File: config.mk
export PLATFORM = sky130hd
export DESIGN_NAME = qc_grader
export DESIGN_NICKNAME = d
export VERILOG_FILES = /design/src/rtl/qc_grader_pkg.sv /design/src/rtl/qc_sat_counter.sv /design/src/rtl/qc_grader.sv
export SDC_FILE = /design/constraint.sdc
export NUM_CORES = 1
export LEC_CHECK = 0
export ABC_AREA = 0
export BUFFER_PORTS_ARGS = -buffer_cell sky130_fd_sc_hd__clkbuf_2
export CELL_PAD_IN_SITES_DETAIL_PLACEMENT = 0
export CELL_PAD_IN_SITES_GLOBAL_PLACEMENT = 1
export CORE_ASPECT_RATIO = 1.1
export CORE_UTILIZATION = 46
export DETAILED_ROUTE_END_ITERATION = 6
export PLACE_DENSITY = 0.88
export SKIP_LAST_GASP = 1
export SYNTH_ARGS = -nofsm -noshare
export SYNTH_HDL_FRONTEND = slang
export SYNTH_SLANG_ARGS = --single-unit
File: constraint.sdc
create_clock -name clk -period 5 [get_ports clk]
set_input_delay 0.25 -clock clk [delete_from_list [all_inputs] [get_ports clk]]
set_output_delay 0.25 -clock clk [all_outputs]
set_load 0.02 [all_outputs]
File: src/rtl/qc_grader_pkg.sv
// qc_grader_pkg: shared types and helpers for the item-quality grader.
//   state_e  - controller states (IDLE/SAMPLE/GRADE/HOLD), 2-bit encoding
//   grade_e  - grade codes (NONE/LOW/MEDIUM/HIGH), 2-bit encoding
//   STAT_SEL_* - statistics select codes for stat_sel_i
//   popcount8 - number of set bits in an 8-bit vector
package qc_grader_pkg;

    typedef enum logic [1:0] {
        S_IDLE   = 2'd0,
        S_SAMPLE = 2'd1,
        S_GRADE  = 2'd2,
        S_HOLD   = 2'd3
    } state_e;

    typedef enum logic [1:0] {
        GRADE_NONE   = 2'd0,
        GRADE_LOW    = 2'd1,
        GRADE_MEDIUM = 2'd2,
        GRADE_HIGH   = 2'd3
    } grade_e;

    localparam logic [1:0] STAT_SEL_TOTAL  = 2'd0;
    localparam logic [1:0] STAT_SEL_LOW    = 2'd1;
    localparam logic [1:0] STAT_SEL_MEDIUM = 2'd2;
    localparam logic [1:0] STAT_SEL_HIGH   = 2'd3;

    function automatic logic [3:0] popcount8(input logic [7:0] v);
        logic [3:0] n;
        n = '0;
        for (int i = 0; i < 8; i++) begin
            n = n + {3'b000, v[i]};
        end
        return n;
    endfunction

endpackage

File: src/rtl/qc_sat_counter.sv
// qc_sat_counter: saturating event counter.
//   clk, rst - clock, asynchronous active-high reset
//   clr      - synchronous clear, has priority over inc
//   inc      - count one event (held at all-ones once reached)
//   cnt      - current count
module qc_sat_counter #(
    parameter int CNT_W = 8
) (
    input  logic             clk,
    input  logic             rst,
    input  logic             clr,
    input  logic             inc,
    output logic [CNT_W-1:0] cnt
);

    always_ff @(posedge clk or posedge rst) begin
        if (rst) begin
            cnt <= '0;
        end else if (clr) begin
            cnt <= '0;
        end else if (inc && (cnt != {CNT_W{1'b1}})) begin
            cnt <= cnt + 1'b1;
        end
    end

endmodule

File: src/rtl/qc_grader.sv
// qc_grader: item-quality grading controller.
// Accepts an item on item_valid_i while item_ready_o is high, waits until the
// N_CRIT criterion inputs have been stable for SETTLE_CYC cycles, grades the
// item by pass count (all pass -> HIGH, >= MED_MIN -> MEDIUM, else LOW) and
// shows the grade on one-hot LEDs for HOLD_CYC cycles.
//
// Handshake: an item is accepted on any rising edge where item_valid_i and
// item_ready_o are both high; item_ready_o is high exactly while in IDLE, so
// a valid held high through HOLD is accepted on the first IDLE cycle.
//
// Ports:
//   clk, rst            - clock, asynchronous active-high reset
//   item_valid_i        - item present
//   item_ready_o        - controller idle, will accept (state decode)
//   crit_i              - per-criterion pass(1)/fail(0)
//   grade_o             - 0 none, 1 LOW, 2 MEDIUM, 3 HIGH (registered)
//   led_low_o/led_medium_o/led_high_o - one-hot grade LEDs (registered)
//   grade_valid_o       - one-cycle pulse in the first HOLD cycle
//   state_o             - current state encoding
//   stat_sel_i          - statistics select (0 total, 1 LOW, 2 MEDIUM, 3 HIGH)
//   clr_stats_i         - synchronous clear of all statistics counters
//   stat_cnt_o          - selected statistics counter (combinational mux)
//
// Build option: QC_GRADER_STATS_EN enables the statistics counters; without
// it stat_cnt_o is tied to zero and stat_sel_i/clr_stats_i are ignored.
module qc_grader
    import qc_grader_pkg::*;
#(
    parameter int N_CRIT     = 3,
    parameter int MED_MIN    = 2,
    parameter int SETTLE_CYC = 4,
    parameter int HOLD_CYC   = 8,
    parameter int CNT_W      = 8
) (
    input  logic              clk,
    input  logic              rst,
    input  logic              item_valid_i,
    output logic              item_ready_o,
    input  logic [N_CRIT-1:0] crit_i,
    output logic [1:0]        grade_o,
    output logic              led_low_o,
    output logic              led_medium_o,
    output logic              led_high_o,
    output logic              grade_valid_o,
    output logic [1:0]        state_o,
    input  logic [1:0]        stat_sel_i,
    input  logic              clr_stats_i,
    output logic [CNT_W-1:0]  stat_cnt_o
);

    localparam logic [7:0] SETTLE_LAST = 8'(SETTLE_CYC - 1);
    localparam logic [7:0] HOLD_LAST   = 8'(HOLD_CYC - 1);

    state_e            state_q, state_d;
    logic [N_CRIT-1:0] ref_q, ref_d;
    logic [7:0]        settle_q, settle_d;
    logic [7:0]        hold_q, hold_d;
    logic [1:0]        grade_q, grade_d;
    logic              gv_d;
    logic              stat_inc;
    logic [3:0]        passes;
    grade_e            grade_calc;

    // Grade is derived from the settled reference, not the live input.
    assign passes = popcount8(8'(ref_q));

    always_comb begin
        grade_calc = GRADE_LOW;
        if (passes == 4'(N_CRIT)) begin
            grade_calc = GRADE_HIGH;
        end else if (passes >= 4'(MED_MIN)) begin
            grade_calc = GRADE_MEDIUM;
        end
    end

    always_comb begin
        state_d  = state_q;
        ref_d    = ref_q;
        settle_d = settle_q;
        hold_d   = hold_q;
        grade_d  = grade_q;
        gv_d     = 1'b0;
        stat_inc = 1'b0;
        case (state_q)
            S_IDLE: begin
                if (item_valid_i) begin
                    ref_d    = crit_i;
                    settle_d = '0;
                    state_d  = S_SAMPLE;
                end
            end
            S_SAMPLE: begin
                // Any change restarts the stability window from the next cycle.
                if (crit_i != ref_q) begin
                    ref_d    = crit_i;
                    settle_d = '0;
                end else if (settle_q == SETTLE_LAST) begin
                    state_d = S_GRADE;
                end else begin
                    settle_d = settle_q + 8'd1;
                end
            end
            S_GRADE: begin
                grade_d  = grade_calc;
                gv_d     = 1'b1;
                hold_d   = HOLD_LAST;
                stat_inc = 1'b1;
                state_d  = S_HOLD;
            end
            S_HOLD: begin
                if (hold_q == 8'd0) begin
                    grade_d = GRADE_NONE;
                    state_d = S_IDLE;
                end else begin
                    hold_d = hold_q - 8'd1;
                end
            end
            default: state_d = S_IDLE;
        endcase
    end

    always_ff @(posedge clk or posedge rst) begin
        if (rst) begin
            state_q       <= S_IDLE;
            ref_q         <= '0;
            settle_q      <= '0;
            hold_q        <= '0;
            grade_q       <= GRADE_NONE;
            grade_valid_o <= 1'b0;
            led_low_o     <= 1'b0;
            led_medium_o  <= 1'b0;
            led_high_o    <= 1'b0;
        end else begin
            state_q       <= state_d;
            ref_q         <= ref_d;
            settle_q      <= settle_d;
            hold_q        <= hold_d;
            grade_q       <= grade_d;
            grade_valid_o <= gv_d;
            led_low_o     <= (grade_d == GRADE_LOW);
            led_medium_o  <= (grade_d == GRADE_MEDIUM);
            led_high_o    <= (grade_d == GRADE_HIGH);
        end
    end

    assign grade_o      = grade_q;
    assign state_o      = state_q;
    assign item_ready_o = (state_q == S_IDLE);

`ifdef QC_GRADER_STATS_EN
    logic [CNT_W-1:0] cnt_total, cnt_low, cnt_medium, cnt_high;

    qc_sat_counter #(.CNT_W(CNT_W)) u_cnt_total (
        .clk(clk), .rst(rst), .clr(clr_stats_i),
        .inc(stat_inc), .cnt(cnt_total)
    );
    qc_sat_counter #(.CNT_W(CNT_W)) u_cnt_low (
        .clk(clk), .rst(rst), .clr(clr_stats_i),
        .inc(stat_inc && (grade_calc == GRADE_LOW)), .cnt(cnt_low)
    );
    qc_sat_counter #(.CNT_W(CNT_W)) u_cnt_medium (
        .clk(clk), .rst(rst), .clr(clr_stats_i),
        .inc(stat_inc && (grade_calc == GRADE_MEDIUM)), .cnt(cnt_medium)
    );
    qc_sat_counter #(.CNT_W(CNT_W)) u_cnt_high (
        .clk(clk), .rst(rst), .clr(clr_stats_i),
        .inc(stat_inc && (grade_calc == GRADE_HIGH)), .cnt(cnt_high)
    );

    always_comb begin
        stat_cnt_o = cnt_total;
        case (stat_sel_i)
            STAT_SEL_LOW:    stat_cnt_o = cnt_low;
            STAT_SEL_MEDIUM: stat_cnt_o = cnt_medium;
            STAT_SEL_HIGH:   stat_cnt_o = cnt_high;
            default:         stat_cnt_o = cnt_total;
        endcase
    end
`else
    logic unused_stats;
    assign unused_stats = ^{stat_sel_i, clr_stats_i, stat_inc};
    assign stat_cnt_o   = '0;
`endif

endmodule

==> results.py, run 1 <==
metrics = {
    "sta": {
        "final-hold-violation-count": 0,
        "timing.final.crit_share_pct": 45.89,
        "rsz0062_at_grt": "no",
        "final_setup_fails": 0,
        "whs_ns": 0.1298,
        "setup_tns_ns": 0,
        "timing_worst_slew_pin_value_ns": 1.006,
        "fmaxAchievable_mhz": 435.8,
        "post-route-min-period_ns": 2.295,
        "skew_ns": 0.001814,
        "final_critical_path_setup_slack_ns": 2.705,
        "maxSlewViolCount": 0,
        "max-slew-margin-rel_pct": 32.83,
    },
    "place": {
        "dpl_worst_slack_ns": 2.695,
        "count_of_buffers_inserted_at_the_top_level_ports": 14,
        "detailedPlacementHpwl_um": 2127,
        "postPlaceCellArea_um2": 1595,
        "global_placer_s_final_weighted_congestion": 0.8588,
    },
    "cells_and_area": {
        "final_cell_mix": "sky130_fd_sc_hd__dfrtp_1 (27), sky130_fd_sc_hd__nor2_1 (20), sky130_fd_sc_hd__o21ai_0 (16)",
        "area.growth.synth_to_final_pct": 6.667,
        "diodes": 0,
        "layout-drive-gt1-share_pct": 19.53,
        "finish.instance_area_um2": 1622,
        "design.final.nets": 187,
        "final_common_cell": "sky130_fd_sc_hd__dfrtp_1",
        "filler_cell_count": 309,
    },
    "floorplanning": {
        "rows": 21,
        "dieHeight_um": 62.30,
        "pin_count": 26,
        "die_area_um2": 3539,
        "initial_core_util_pct": 49.03,
        "fp.coreArea_um2": 3100,
        "die_width_um": 56.81,
    },
    "synthesis": {
        "postSynth.asyncResetShare_pct": 100.0,
        "synth_edf_count": 0,
        "yosysWarningCount": 0,
        "ys_dominant_reg_cell": "sky130_fd_sc_hd__dfrtp_1",
        "post_synth_inst_count": 153,
        "synth-seq-cells": 27,
        "yosysUniqueCellTypes": 40,
        "synth.yosys.seq_area_share_pct": 44.44,
        "avgSynthCellArea_um2": 9.936,
        "syn-cell-area_um2": 1520,
    },
    "run_status": {
        "status": "finished, violations left",
        "violations_in_the_final_reports": "DRC",
    },
    "clock_tree": {
        "clock-sinks": 27,
        "buffer_type_at_the_clock_tree_root": "sky130_fd_sc_hd__clkbuf_4",
        "worst_skew_pair.late_latency_ns": 0.31,
        "cts_buffer_depth": 2,
        "postCtsSetupRepairBufs": 0,
        "cts_hold_buf": 0,
        "ctsResizeCount": 0,
        "cts_tree": "built",
        "tritoncts.num_buffers": 3,
        "path_clk_slew_ns": 0.14,
        "htree_num_levels": 1,
    },
    "routing": {
        "vias_per_cell": 5.281,
        "vias": 1072,
        "drcViolationCount": 2,
        "drt_first_pass_iters": 6,
        "route.detailed.wl_per_inst_um": 13.45,
        "wl_um": 2730,
        "drt_iter0_drc": 68,
        "ant_nets": 0,
    },
    "worst_setup_path": {
        "critical_path.top_delay_family": "simple AND/OR/NAND/NOR gates",
        "timing.critical_path.required_ns": 5.24,
        "critical_path.endpoint_type": "flip-flop",
        "slack_of_the_worst_reg_to_reg_path_ns": 2.71,
        "startpoint": "state_o[0]",
        "timing_worst_setup_path_type": "reg -> reg",
        "crit_path_max_incr_delay_ns": 0.57,
        "worst_path_max_delay_cell": "sky130_fd_sc_hd__nor3b_1",
        "critPathLaunchType": "flip-flop",
        "rr_startpoint": "state_o[0]",
        "timing.critical_path.buf_inv": 1,
        "cp_data_arrival_time_ns": 2.54,
        "critical_path_peak_fanout": 13,
        "cp_cell_sequence": "inv_1, ha_1, nor2b_1, o21bai_1, nor3b_1, nand4_1, o21ai_0",
    },
    "power": {
        "power_per_cell_area_nw_per_um2": 591.1,
        "peakVddDrop_mv": 0.3353,
        "total_power_uw": 958.5,
        "pleak_uw": 0.0008051,
    },
    "flow_run": {
        "cap_violations": 0,
    },
    "global_routing": {
        "globalRoute.totalOverflow": 0,
        "antenna_violations_before_repair": 0,
        "grt_use_total_pct": 18.01,
        "pin_count_of_the_biggest_net_entering_global_routing": 28,
        "first_global_vias": 1146,
        "grt_pass1_wl_um": 5030,
    },
    "worst_hold_path": {
        "hold_class": "in -> async",
    },
}
-- metrics by stage --
stage | instances | util (%)
after floorplan | 160 | -
after global placement | 199 | 51.45
after detailed placement | 199 | 51.45
after CTS | 203 | 52.30
after global routing | 203 | 52.30
final | 203 | 52.30
-- flip-flops by register name, summed over array words and instances (netlist names) --
| name | flops |
|---|---|
| led_high_o | 1 |
| grade_o | 2 |
| grade_valid_o | 1 |
| hold_q | 8 |
| led_medium_o | 1 |
| settle_q | 8 |
| led_low_o | 1 |
| ref_q | 3 |
| state_o | 2 |
-- synthesized netlist by cell type, types with 2 or more instances --
library cell / n / area [um^2]
sky130_fd_sc_hd__and3_1: 2 / 12.51
sky130_fd_sc_hd__inv_2: 2 / 7.510
sky130_fd_sc_hd__o21ai_0: 16 / 80.08
sky130_fd_sc_hd__mux2i_1: 2 / 20.02
sky130_fd_sc_hd__mux2_2: 3 / 33.78
sky130_fd_sc_hd__nand2b_1: 4 / 25.02
sky130_fd_sc_hd__nor4_1: 2 / 12.51
sky130_fd_sc_hd__nand4_1: 3 / 18.77
sky130_fd_sc_hd__nand2_1: 7 / 26.28
sky130_fd_sc_hd__o21ai_2: 2 / 17.52
sky130_fd_sc_hd__a31oi_1: 2 / 12.51
sky130_fd_sc_hd__xnor2_1: 3 / 26.28
sky130_fd_sc_hd__nor2_1: 20 / 75.07
sky130_fd_sc_hd__inv_1: 9 / 33.78
sky130_fd_sc_hd__nand3_1: 5 / 25.02
sky130_fd_sc_hd__ha_1: 7 / 87.58
sky130_fd_sc_hd__a21oi_1: 2 / 10.01
sky130_fd_sc_hd__buf_4: 8 / 60.06
sky130_fd_sc_hd__dfrtp_1: 27 / 675.7
sky130_fd_sc_hd__nor2b_1: 4 / 25.02
sky130_fd_sc_hd__xor2_1: 4 / 35.03
-- cells by family (layout without fill, tap and decap cells) --
kind of cell / after synthesis / after routing / share of synthesized area (%)
AND/OR/NAND/NOR: 55 / 55 / 19.01
AO/OA/AOI/OAI: 29 / 29 / 13.75
flip-flops: 27 / 27 / 44.44
buffers and inverters: 20 / 29 / 6.914
adder cells (fa/ha/maj): 8 / 8 / 7.078
XOR/XNOR: 7 / 7 / 4.033
multiplexers: 6 / 6 / 4.526
other: 1 / 8 / 0.2467
-- cell type report --
type / instances / area [um^2] / area share, %
inverter: 11 / 41.29 / 2.546
clock buffer: 4 / 26.28 / 1.620
sequential: 27 / 675.6 / 41.67
tap: 34 / 42.54 / 2.623
multi-input combinational: 113 / 765.7 / 47.22
timing repair buffer: 14 / 70.07 / 4.321
-- where the power goes --
| group | leakage (uW) | total, uW | internal [uW] | switching (uW) |
|---|---|---|---|---|
| logic | 0.000442 | 507 | 208 | 300 |
| clock network | 0.0000150 | 92.1 | 31.2 | 60.9 |
| registers | 0.000348 | 359 | 291 | 68.1 |
| total | 0.000805 | 959 | 530 | 429 |
-- per-layer routing --
| metal | share of wire (%) | track usage [%] | vias to the layer above |
|---|---|---|---|
| met1 | 43 | 22.04 | 514 |
| met4 | 0.70 | 7.012 | 0 |
| met5 | 0 | 0 | - |
| li1 | - | - | 542 |
| met2 | 54 | 32.14 | 14 |
| met3 | 2.5 | 1.875 | 2 |
-- worst paths after layout --
| check | cells past startpoint | to |
|---|---|---|
| max | 7 | settle_q[5] |
| min | 2 | ref_q[1] |
| max reg2reg | 7 | settle_q[5] |
| min reg2reg | 1 | settle_q[7] |
| max in group asynchronous | 2 | settle_q[0] |
| min in group clk | 2 | ref_q[0] |
Power figures use the tool's default switching activity.
==> inputs of run 2 (changes only) <==
--- a/config.mk
+++ b/config.mk
@@ -5,14 +5,14 @@
 export SDC_FILE = /design/constraint.sdc
 export NUM_CORES = 1
 export LEC_CHECK = 0
-export ABC_AREA = 0
+export ABC_AREA = 1
 export BUFFER_PORTS_ARGS = -buffer_cell sky130_fd_sc_hd__clkbuf_2
 export CELL_PAD_IN_SITES_DETAIL_PLACEMENT = 0
 export CELL_PAD_IN_SITES_GLOBAL_PLACEMENT = 1
 export CORE_ASPECT_RATIO = 1.1
-export CORE_UTILIZATION = 46
+export CORE_UTILIZATION = 37
 export DETAILED_ROUTE_END_ITERATION = 6
-export PLACE_DENSITY = 0.88
+export PLACE_DENSITY = 0.79
 export SKIP_LAST_GASP = 1
 export SYNTH_ARGS = -nofsm -noshare
 export SYNTH_HDL_FRONTEND = slang
==> constraint.sdc (replaced) <==
create_clock -name clk -period 2.1 [get_ports clk]
set_input_delay 0.105 -clock clk [delete_from_list [all_inputs] [get_ports clk]]
set_output_delay 0.105 -clock clk [all_outputs]
set_load 0.02 [all_outputs]
==> results.py, run 2 <==
metrics = {
    "run_status": {
        "status": "finished, final reports clean",
    },
    "floorplanning": {
        "dieHeight_um": 72.79,
        "die_width_um": 66.35,
        "rows": 25,
        "initial_core_util_pct": 38.76,
        "die_area_um2": 4829,
        "fp.coreArea_um2": 4348,
        "pin_count": 26,
    },
    "sta": {
        "maxSlewViolCount": 0,
        "post-route-min-period_ns": 1.685,
        "setup_tns_ns": 0,
        "final-hold-violation-count": 0,
        "rsz0062_at_grt": "no",
        "skew_ns": 0.006794,
        "timing.final.crit_share_pct": 80.25,
        "whs_ns": 0.08576,
        "final_setup_fails": 0,
        "fmaxAchievable_mhz": 593.4,
    },
    "synthesis": {
        "syn-cell-area_um2": 1685,
        "yosys-mux-area-fraction_pct": 0,
        "largest_family_of_logic_cells_by_synthesized_area": "simple AND/OR/NAND/NOR gates",
        "avgSynthCellArea_um2": 7.767,
        "ys_top_cells_by_area": "sky130_fd_sc_hd__dfrtp_1 (40%), sky130_fd_sc_hd__nand2_1 (13%), sky130_fd_sc_hd__nand3_1 (5.9%)",
        "ys_dominant_reg_cell": "sky130_fd_sc_hd__dfrtp_1",
        "post_synth_inst_count": 217,
        "synth_compound_area_share_pct": 4.306,
        "postSynth.asyncResetShare_pct": 100.0,
        "post_synth_fa_ha_maj_area_fraction_pct": 6.385,
        "yosys.area.top_type": "sky130_fd_sc_hd__dfrtp_1",
        "synth_edf_count": 0,
        "synth_simple_gate_area_share_pct": 32.89,
        "yosysUniqueCellTypes": 30,
        "yosysWarningCount": 0,
        "synth_largest_type_area_fraction_pct": 40.09,
        "yosysMostFrequentCell": "sky130_fd_sc_hd__nand2_1",
        "yosys-top-cells-count": "sky130_fd_sc_hd__nand2_1 (58), sky130_fd_sc_hd__dfrtp_1 (27), sky130_fd_sc_hd__inv_1 (24)",
        "synth.yosys.seq_area_share_pct": 40.09,
        "post_synth_xor_area_fraction_pct": 5.197,
        "synth-seq-cells": 27,
    },
    "power": {
        "pleak_uw": 0.001001,
        "power.clock.fraction_pct": 13.8,
        "p_switching_uw": 1029,
        "switching_power_as_a_share_of_total_power_pct": 46.98,
        "power_per_cell_area_nw_per_um2": 1200,
        "p_int_uw": 1162,
        "power.sequential.fraction_pct": 34.8,
        "peakVddDrop_mv": 0.3933,
        "p_comb_share_pct": 51.4,
    },
    "clock_tree": {
        "tritoncts.num_buffers": 3,
        "htree_num_levels": 1,
        "clock-sinks": 27,
        "ctsResizeCount": 0,
        "path_clk_slew_ns": 0.10,
        "worst_skew_pair.late_latency_ns": 0.27,
        "cts_tree": "built",
        "cts_buffer_depth": 2,
        "buffer_type_at_the_clock_tree_root": "sky130_fd_sc_hd__clkbuf_8",
    },
    "cells_and_area": {
        "layout-drive-gt1-share_pct": 14.16,
        "area.growth.synth_to_final_pct": 8.315,
        "sequential_cell_area_um2": 675.6,
        "largest_registers": "hold_q (8), settle_q (8), ref_q (3)",
        "area_occupied_by_multi_input_gates_um2": 852.1,
        "design.final.nets": 251,
        "filler_cell_count": 457,
        "final_cell_mix": "sky130_fd_sc_hd__nand2_1 (58), sky130_fd_sc_hd__dfrtp_1 (27), sky130_fd_sc_hd__inv_1 (24)",
        "final_common_cell": "sky130_fd_sc_hd__nand2_1",
        "diodes": 0,
    },
    "place": {
        "count_of_buffers_inserted_at_the_top_level_ports": 14,
        "global_placer_s_final_weighted_congestion": 0.7967,
        "detailedPlacementHpwl_um": 2297,
    },
    "worst_setup_path": {
        "slack_of_the_worst_reg_to_reg_path_ns": 0.41,
        "timing.critical_path.required_ns": 2.27,
        "rr_startpoint": "state_o[0]",
        "r2r_end": "settle_q[0]",
        "critical_path.endpoint_type": "flip-flop",
        "cp_cell_sequence": "inv_1, ha_1, inv_1, nor2_1, inv_1, nand2_2, nand2_1, nand2_1, nand2_1",
        "cp_data_arrival_time_ns": 1.85,
        "critical_path.top_delay_family": "simple AND/OR/NAND/NOR gates",
        "critical_path_peak_fanout": 10,
        "timing.critical_path.buf_inv": 3,
        "timing_worst_setup_path_type": "reg -> reg",
        "ff2ff_path_depth": 9,
        "critPathLaunchType": "flip-flop",
        "crit_path_max_incr_delay_ns": 0.44,
        "worst_path_max_delay_cell": "sky130_fd_sc_hd__dfrtp_1",
    },
    "routing": {
        "vias": 1304,
        "ant_nets": 0,
        "vias_per_cell": 4.544,
        "drt_iter0_drc": 52,
        "drt_first_pass_iters": 4,
        "drcViolationCount": 0,
        "wl_um": 3146,
        "route.detailed.wl_per_inst_um": 10.96,
    },
    "global_routing": {
        "pin_count_of_the_biggest_net_entering_global_routing": 28,
        "grt_use_total_pct": 14.70,
        "groute.layer.met1.usage_pct": 19.59,
        "grt_pass1_wl_um": 5437,
        "antenna_violations_before_repair": 0,
        "grt_use_met2_pct": 24.26,
        "top_usage_layer": "met2",
        "grtUsageMet3_pct": 2.188,
        "globalRoute.totalOverflow": 0,
        "first_global_vias": 1237,
    },
    "worst_hold_path": {
        "hold_class": "in -> reg",
        "worst_hold_startpoint": "crit_i[1]",
        "worst_hold_path.endpoint": "ref_q[1]",
        "hold-path-cell-count": 3,
    },
    "flow_run": {
        "cap_violations": 0,
    },
}
run 2: area by class of cell:
| type | count | share of cell area (%) |
|---|---|---|
| multi-input combinational | 160 | 46.68 |
| timing repair buffer | 16 | 4.798 |
| tap | 54 | 3.701 |
| clock buffer | 4 | 2.467 |
| sequential | 27 | 37.01 |
| inverter | 26 | 5.346 |
run 2: cell families after synthesis:
group                    count (synthesis)
AO/OA/AOI/OAI                           12
other                                    1
AND/OR/NAND/NOR                        122
XOR/XNOR                                10
flip-flops                              27
adder cells (fa/ha/maj)                  8
buffers and inverters                   37
run 2: how the worst max path moves through the flow:
stage | slack [ns] | depth (start not counted) | from | to
finish | 0.41 | 9 | state_o[0] | settle_q[0]
global route | 0.23 | 9 | state_o[1] | settle_q[3]
CTS | 0.40 | 9 | state_o[0] | settle_q[0]
detailed placement | 0.42 | 9 | state_o[0] | settle_q[0]
global placement | 0.43 | 9 | state_o[0] | settle_q[0]
floorplan | 0.40 | 9 | state_o[0] | settle_q[0]
run 2: worst min-delay path: stages:
cell	delay, ns
sky130_fd_sc_hd__clkbuf_2	0.09
sky130_fd_sc_hd__inv_1	0.08
sky130_fd_sc_hd__o21ai_2	0.06
run 2: layer usage:
layer / wire, um / up-vias
met5: 0 / -
met4: 27 / 0
met3: 75 / 2
met2: 1514 / 11
met1: 1530 / 592
li1: - / 699
run 2: power groups by stage:
stage | Sequential, uW | Clock [uW] | Combinational, uW
after floorplan | 835 | 0 | 829
after global placement | 777 | 0 | 1140
after detailed placement | 776 | 0 | 1140
after CTS | 765 | 316 | 1150
after global routing | 785 | 331 | 1290
final | 762 | 303 | 1130
run 2: what timing repair did:
action	4_1_cts	5_1_grt
hold buffers	1	0
buffers inserted	0	0
hold endpoints to repair	27	0
run 2: through the flow:
stage	instance area (um^2)	total power (uW)	utilization [%]	worst slack [ns]	cells
2_1_floorplan	1712	1664	-	0.4001	224
3_3_place_gp	1770	1913	40.72	0.4270	282
3_5_place_dp	1770	1918	40.72	0.4238	282
4_1_cts	1826	2232	41.99	0.3971	287
5_1_grt	1826	2408	41.99	0.2278	287
6_report	1826	2191	41.99	0.4148	287
